--- src/rtl/rx_arbiter.sv ---
// rx_arbiter: round-robin read arbiter over NUM_PERIPHS peripheral RX FIFOs,
// with almost-full priority. It forwards whole words, one at a time, to the
// USB transmit path through a valid/ready handshake.
//
// Ports
//   clk, rst        clock; asynchronous active-low reset
//   rx_data         flattened FIFO read data; peripheral i at [i*DATA_WIDTH +: DATA_WIDTH]
//   rx_empty        per-FIFO empty flag
//   rx_almost_full  per-FIFO almost-full flag (raises that FIFO's priority at grant time)
//   rx_read         one-hot FIFO read strobe; data returns one cycle later
//   out_data/out_valid/out_ready   outbound word and its handshake
//   grant_idx       current or most recent grantee
//   busy            FSM is not in IDLE
//
// Words pass through unmodified. Any peripheral address field sits in the top
// bits of each word and is already in place when the word reaches this block.
module rx_arbiter #(
    parameter int NUM_PERIPHS = 8,
    parameter int DATA_WIDTH  = 32,
    parameter int BURST_MAX   = 4
) (
    input  logic                              clk,
    input  logic                              rst,
    input  logic [NUM_PERIPHS*DATA_WIDTH-1:0] rx_data,
    input  logic [NUM_PERIPHS-1:0]            rx_empty,
    input  logic [NUM_PERIPHS-1:0]            rx_almost_full,
    output logic [NUM_PERIPHS-1:0]            rx_read,
    output logic [DATA_WIDTH-1:0]             out_data,
    output logic                              out_valid,
    input  logic                              out_ready,
    output logic [$clog2(NUM_PERIPHS)-1:0]    grant_idx,
    output logic                              busy
);

    localparam int IW = $clog2(NUM_PERIPHS);
    localparam int BW = $clog2(BURST_MAX + 1);

    localparam logic [1:0] S_IDLE    = 2'd0;
    localparam logic [1:0] S_READ    = 2'd1;
    localparam logic [1:0] S_CAPTURE = 2'd2;
    localparam logic [1:0] S_HOLD    = 2'd3;

    logic [1:0]            state_q, state_d;
    logic [IW-1:0]         grant_q, grant_d;
    logic [IW-1:0]         rr_ptr_q, rr_ptr_d;
    logic [BW-1:0]         burst_q, burst_d;
    logic [DATA_WIDTH-1:0] out_data_q, out_data_d;
    logic                  out_valid_q, out_valid_d;

    // Round-robin scan starting at rr_ptr. Two winners are tracked in one pass:
    // the first non-empty FIFO that is also almost full, and the first
    // non-empty FIFO of any kind. The almost-full winner takes precedence.
    logic          af_hit, ne_hit;
    logic [IW-1:0] af_idx, ne_idx, scan_idx;

    always_comb begin
        af_hit   = 1'b0;
        ne_hit   = 1'b0;
        af_idx   = '0;
        ne_idx   = '0;
        scan_idx = '0;
        for (int k = 0; k < NUM_PERIPHS; k++) begin
            scan_idx = IW'((int'(rr_ptr_q) + k) % NUM_PERIPHS);
            if (!af_hit && rx_almost_full[scan_idx] && !rx_empty[scan_idx]) begin
                af_hit = 1'b1;
                af_idx = scan_idx;
            end
            if (!ne_hit && !rx_empty[scan_idx]) begin
                ne_hit = 1'b1;
                ne_idx = scan_idx;
            end
        end
    end

    logic [IW-1:0] rr_next;
    assign rr_next = (grant_q == IW'(NUM_PERIPHS - 1)) ? '0 : grant_q + 1'b1;

    always_comb begin
        state_d     = state_q;
        grant_d     = grant_q;
        rr_ptr_d    = rr_ptr_q;
        burst_d     = burst_q;
        out_data_d  = out_data_q;
        out_valid_d = out_valid_q;
        case (state_q)
            S_IDLE: begin
                if (af_hit || ne_hit) begin
                    grant_d = af_hit ? af_idx : ne_idx;
                    state_d = S_READ;
                end
            end
            S_READ: state_d = S_CAPTURE;
            S_CAPTURE: begin
                out_data_d  = rx_data[int'(grant_q)*DATA_WIDTH +: DATA_WIDTH];
                out_valid_d = 1'b1;
                burst_d     = burst_q + 1'b1;
                state_d     = S_HOLD;
            end
            S_HOLD: begin
                if (out_ready) begin
                    out_valid_d = 1'b0;
                    // Stay on the grantee only while it has data and burst budget.
                    // Almost-full flags are not consulted here, so a burst is never preempted.
                    if (burst_q < BW'(BURST_MAX) && !rx_empty[grant_q]) begin
                        state_d = S_READ;
                    end else begin
                        rr_ptr_d = rr_next;
                        burst_d  = '0;
                        state_d  = S_IDLE;
                    end
                end
            end
            default: state_d = S_IDLE;
        endcase
    end

    always_ff @(posedge clk or negedge rst) begin
        if (!rst) begin
            state_q     <= S_IDLE;
            grant_q     <= '0;
            rr_ptr_q    <= '0;
            burst_q     <= '0;
            out_data_q  <= '0;
            out_valid_q <= 1'b0;
        end else begin
            state_q     <= state_d;
            grant_q     <= grant_d;
            rr_ptr_q    <= rr_ptr_d;
            burst_q     <= burst_d;
            out_data_q  <= out_data_d;
            out_valid_q <= out_valid_d;
        end
    end

    // The read strobe is decoded from the registered state, so an asynchronous
    // reset removes it at once, without waiting for a clock edge.
    always_comb begin
        rx_read = '0;
        if (state_q == S_READ) rx_read[grant_q] = 1'b1;
    end

    assign out_data  = out_data_q;
    assign out_valid = out_valid_q;
    assign grant_idx = grant_q;
    assign busy      = (state_q != S_IDLE);

endmodule

--- config.mk ---
export PLATFORM = sky130hd
export DESIGN_NAME = rx_arbiter
export DESIGN_NICKNAME = d
export VERILOG_FILES = /design/src/rtl/rx_arbiter.sv
export SDC_FILE = /design/constraint.sdc
export NUM_CORES = 1
export LEC_CHECK = 0
export CAP_MARGIN = 20
export CORE_AREA = 2 2 124 126
export CTS_CLUSTER_DIAMETER = 80
export CTS_CLUSTER_SIZE = 10
export DETAILED_ROUTE_END_ITERATION = 10
export DIE_AREA = 0 0 126 128
export GPL_ROUTABILITY_DRIVEN = 0
export PLACE_DENSITY = 0.83
export SYNTH_ARGS = -nofsm -noshare
export SYNTH_HDL_FRONTEND = slang
export SYNTH_SLANG_ARGS = --single-unit
--- constraint.sdc ---
create_clock -name clk -period 9.3 [get_ports clk]
set_input_delay 0.93 -clock clk [delete_from_list [all_inputs] [get_ports clk]]
set_output_delay 0.93 -clock clk [all_outputs]
set_load 0.05 [all_outputs]
==> Word level (Yosys, flattened, before mapping) <==
Index checks and enable logic that the tools add are counted.
{ "totals": {"register_bits": 44, "output_inout_bits": 45, "elab_cells": 170} }
{ "classes": {"addsub": 9, "order_cmp": 11, "n_eq_ne": 7, "shifts": 1, "mux": 80, "bitwise": 1, "n_reduce_logical": 55} }
{ "op_table": {"columns": ["op", "count"], "rows": [
  ["$shiftx A256 B9 Y32", 1],
  ["$mux W3", 20],
  ["$bmux W1 S3", 17],
  ["$lt A3 B4 Y1 const B", 9],
  ["$mux W1", 36],
  ["$logic_and A1 B1 Y1", 24],
  ["$logic_not A1 Y1", 22],
  ["$add A3 B3 Y3 const B", 4],
  ["$add A3 B1 Y3 const B", 3],
  ["$mux W8", 1],
  ["$pmux W2 S4", 1],
  ["$add A3 B2 Y3 const B", 2],
  ["$ne A2 B2 Y1 const B", 3],
  ["$pmux W3 S2", 1],
  ["$reduce_and A2 Y1", 3],
  ["$reduce_and A3 Y1", 2],
  ["$eq A2 B2 Y1 const B", 2],
  ["$mux W2", 2],
  ["$reduce_bool A2 Y1", 2],
  ["$demux W1 S3", 1],
  ["$eq A3 B3 Y1 const B", 1],
  ["$ge A3 B1 Y1 const B", 1],
  ["$lt A3 B3 Y1 const B", 1],
  ["$eq A2 B1 Y1 const B", 1],
  ["4 further kinds", 4]
]} }

==> Depth between registers and ports, before layout <==
{ "logic_depth": {"word_depth": 36, "ltp_mapped": 13, "depth_no_buf": 10} }

==> Worst setup path before layout <==
Ideal clock, no wire load.
{ "synth_timing": {"kind": "register to output", "from": "reg grant_q[0] (netlist: grant_idx[0])", "to": "out rx_read[1]", "arrival_time_ns": 2.726, "required_ns": 8.370, "path_slack_ns": 5.644, "stages_incl_launch_ff": 5, "cell_sequence": "dfrtp_1 -> clkbuf_1 -> buf_1 -> nand2_1 -> nor3_1"} }
{ "synth_between": {"elab_chain_len": 5} }
{ "synth_rtl": {"columns": ["element", "line_no", "rtl"], "rows": [
  ["start, declared", "44", "logic [IW-1:0] grant_q, grant_d;"],
  ["start signal, assigned", "127", "grant_q <= grant_d;"],
  ["$lt A3 B4 Y1 (not written as such) / $ge A3 B1 Y1 (equally long branches)", "139", "if (state_q == S_READ) rx_read[grant_q] = 1'b1;"],
  ["$logic_and A1 B1 Y1 (not written as such)", "139", null],
  ["$mux W1 (not written as such)", "139", null],
  ["$demux W1 S3 (*)", "139", null],
  ["$mux W8 (*)", "139", null],
  ["end, declared", "27", "output logic [NUM_PERIPHS-1:0] rx_read,"]
]} }
Every way passes the cells marked *; elsewhere a longest branch is shown, timed or not.

==> Worst setup path after layout <==
{ "layout_timing": {"from": "reg rr_ptr_q[1]", "to": "reg grant_q[0] (netlist: grant_idx[0])"} }
{ "layout_between": {"elab_chain_len": 35} }
{ "layout_rtl": {"columns": ["element", "line_no", "rtl"], "rows": [
  ["start, declared", "45", "logic [IW-1:0] rr_ptr_q, rr_ptr_d;"],
  ["start signal, assigned", "128", "rr_ptr_q <= rr_ptr_d;"],
  ["branches (longest 35 deep; another with $add A3 B1 Y3)", null, null]
]} }
Parallel ways; which one is timed is not known. The select of a mux whose other input is x is not followed.
A chain may end at the register's enable or synchronous reset.

==> impl_metrics.py <==
metrics = {
    "status": {
        "status": "finished, final reports clean",
    },
    "logic_synthesis": {
        "netlist_area_mm2": 0.00555,
        "postSynthCellCount": 524,
        "synthArstFlopShare_pct": 100,
        "ys.flop_type": "dfrtp_1",
        "avgSynthCellArea_um2": 10.6,
        "syn_nets": 809,
        "synth_edf_count": 0,
        "ys_seq_area_share_pct": 19.8,
        "yosys_warnings": 0,
        "ys_types": 62,
        "ys_seq_elements": 44,
    },
    "global_route": {
        "antenna_found_initial": 8,
        "grt_max_degree": 75,
        "grt_pass1_vias": 5764,
        "overflow": 0,
        "track_usage_pct": 27.6,
        "grt_pass1_wl_um": 33800,
    },
    "clock_tree": {
        "htree_levels": 2,
        "cts_root_buf": "clkbuf_16",
        "cts_tree": "built",
        "clock_latency_ps": 290,
        "clock-sinks": 44,
        "ctsResizeCount": 0,
        "clk_pin_slew_worst_paths_ps": 70,
        "cts.path.max_buffers": 2,
        "holdBufCountCts": 0,
        "cts_setup_buffers": 0,
        "cts_inserted_buffers": 5,
    },
    "critical_path": {
        "r2r_start": "rr_ptr_q[1]",
        "cpMaxStageDelayCell": "ha_1",
        "crit_fanout": 25,
        "cp_common_cell": "inv_1",
        "critPathBufInv": 2,
        "cp_data_arrival_time_ps": 5030,
        "cp.required_ps": 9510,
        "worstPathCellList": "inv_1 -> ha_1 -> inv_1 -> mux2i_1 -> mux4_2 -> or3_4 -> nor2_4 -> nand2_2 -> or3_1 -> a31oi_1",
        "r2r_end": "grant_idx[0]",
        "worst-setup-path-type": "reg2reg",
        "slowest_delay_ps": 1000,
        "critPathTopFamily": "simple AND/OR/NAND/NOR gates",
        "end_kind": "flop",
        "r2r_slack_ps": 4480,
        "critical_path.startpoint_type": "flop",
        "reg2regPathDepth": 10,
    },
    "power": {
        "vdd_drop_max_uv": 167,
        "p_total_mw": 2.87,
        "powerDensity_mw_per_mm2": 320,
        "power.leakage_nw": 3.44,
    },
    "sta": {
        "finalHoldViolCount": 0,
        "slew_violations": 0,
        "relSlewSlack_pct": 25.0,
        "setup_violations": 0,
        "max_clock_freq_mhz": 207,
        "worst_pin_slew_ps": 1130,
        "min_period_over_period_pct": 51.9,
        "whs_ps": 513,
        "min_period_ps": 4820,
        "layout_setup_ws_ps": 4480,
        "rsz0062_at_grt": "no",
        "clock-skew-final_ps": 5.76,
        "totalNegativeSetupSlack_ps": 0,
    },
    "detailed_routing": {
        "drc": 0,
        "drt_iter0_markers": 455,
        "routed_wl_um": 22900,
        "wire_per_inst_um": 22.9,
        "viasPerCell": 5.82,
        "drtPass1Iterations": 5,
        "vias": 5817,
        "ant_nets": 0,
    },
    "hold_path": {
        "hp-class": "reg2reg",
        "hold_end": "burst_q[0]",
        "hp-start": "burst_q[0]",
        "holdPathStages": 1,
    },
    "floorplanning": {
        "die_x_um": 126,
        "pin_count": 320,
        "num_rows": 45,
        "core_area_mm2": 0.0149,
        "start_util_pct": 37.3,
        "dieArea_mm2": 0.0161,
        "die_height_um": 128,
    },
    "layout": {
        "syn2layout_area_growth_pct": 61.8,
        "nets": 1092,
        "drive_gt1_share_pct": 15.7,
        "fin_util_pct": 60.4,
    },
    "job": {
        "cap_violations": 0,
    },
    "placement": {
        "preCtsSetupSlack_ps": 4580,
        "io_buffer_count": 319,
        "dpl.hpwl_um": 18600,
    },
}
[through the flow]
stage | std cells | area [µm²]
2_1_floorplan | 524 | 5550
3_3_place_gp | 988 | 8800
3_5_place_dp | 988 | 8800
4_1_cts | 996 | 8970
5_1_grt | 1000 | 8980
6_report | 1000 | 8980
[power by group]
group | leakage (nW) | internal (mW) | total [mW] | switching, mW
clock network | 0.0805 | 0.128 | 0.213 | 0.0846
registers | 0.491 | 0.291 | 0.464 | 0.174
logic | 2.87 | 1.02 | 2.20 | 1.17
total | 3.44 | 1.44 | 2.87 | 1.43
[cells in the final DEF, fill, tap and decap left out, types with 14 or more instances in the layout]
master / instances
a21oi_1: 48
mux2_2: 14
mux2i_1: 62
clkdlybuf4s50_1: 318
mux4_2: 83
dfrtp_1: 41
nor2_1: 53
o21ai_0: 16
nand2_1: 28
nand2b_1: 15
[cell families (layout without fill, tap and decap cells)]
family	count (synthesis)	count (layout)	synth area share (%)
AO/OA/AOI/OAI	108	108	12.2
XOR/XNOR	5	5	0.925
AND/OR/NAND/NOR	141	141	12.4
multiplexers	159	159	47.7
buffers and inverters	57	341	4.62
other	0	4	0
adder cells (fa/ha/maj)	10	10	2.26
flip-flops	44	44	19.8
[per-layer routing]
| layer | part of all wire [%] | wire length, µm | track usage (%) |
|---|---|---|---|
| met1 | 35 | 8130 | 31.9 |
| met2 | 51 | 11700 | 47.5 |
| met3 | 10 | 2340 | 8.31 |
| met4 | 3.4 | 772 | 12.0 |
| met5 | 0.17 | 40 | 0 |
[synthesized netlist by cell type (4+ instances only)]
cell type	count	share of area, %
o22ai_1	7	0.79
dfrtp_1	44	20
mux2_2	14	2.8
inv_1	8	0.54
a21oi_1	48	4.3
or2_2	4	0.45
o21ai_0	16	1.4
nor3_1	11	0.99
nand2_1	28	1.9
mux4_2	83	34
buf_2	4	0.36
nor2_1	53	3.6
ha_1	10	2.3
clkbuf_1	26	1.8
nor4_1	5	0.56
nand2b_1	15	1.7
buf_1	11	0.74
mux2i_1	62	11
nor2b_1	6	0.68
buf_4	4	0.54
[flip-flops by register name (all words and copies together) (netlist names)]
| register | count |
|---|---|
| burst_q | 3 |
| grant_idx | 3 |
| out_valid | 1 |
| rr_ptr_q | 3 |
| state_q | 2 |
| out_data | 32 |
[cell type report]
cell class,instances,area [µm²]
fill,1228,5890
multi-input combinational,423,4190
clock buffer,5,125
inverter,9,33.8
clock inverter,3,46.3
tap,188,235
sequential,44,1110
timing repair buffer,324,3230
antenna,4,10.0
[worst max-delay path by stage]
| stage | from | end | slack (ps) | depth (start not counted) |
|---|---|---|---|---|
| finish | rr_ptr_q[1] | grant_idx[0] | 4480 | 10 |
| global route | rr_ptr_q[1] | grant_idx[0] | 4230 | 10 |
| CTS | rr_ptr_q[1] | grant_idx[0] | 4570 | 10 |
| detailed placement | rr_ptr_q[1] | grant_idx[0] | 4580 | 10 |
| global placement | rr_ptr_q[1] | grant_idx[0] | 4740 | 10 |
| floorplan | grant_idx[0] | rx_read[1] | 5640 | 4 |
(Power assumes the default switching activity.)
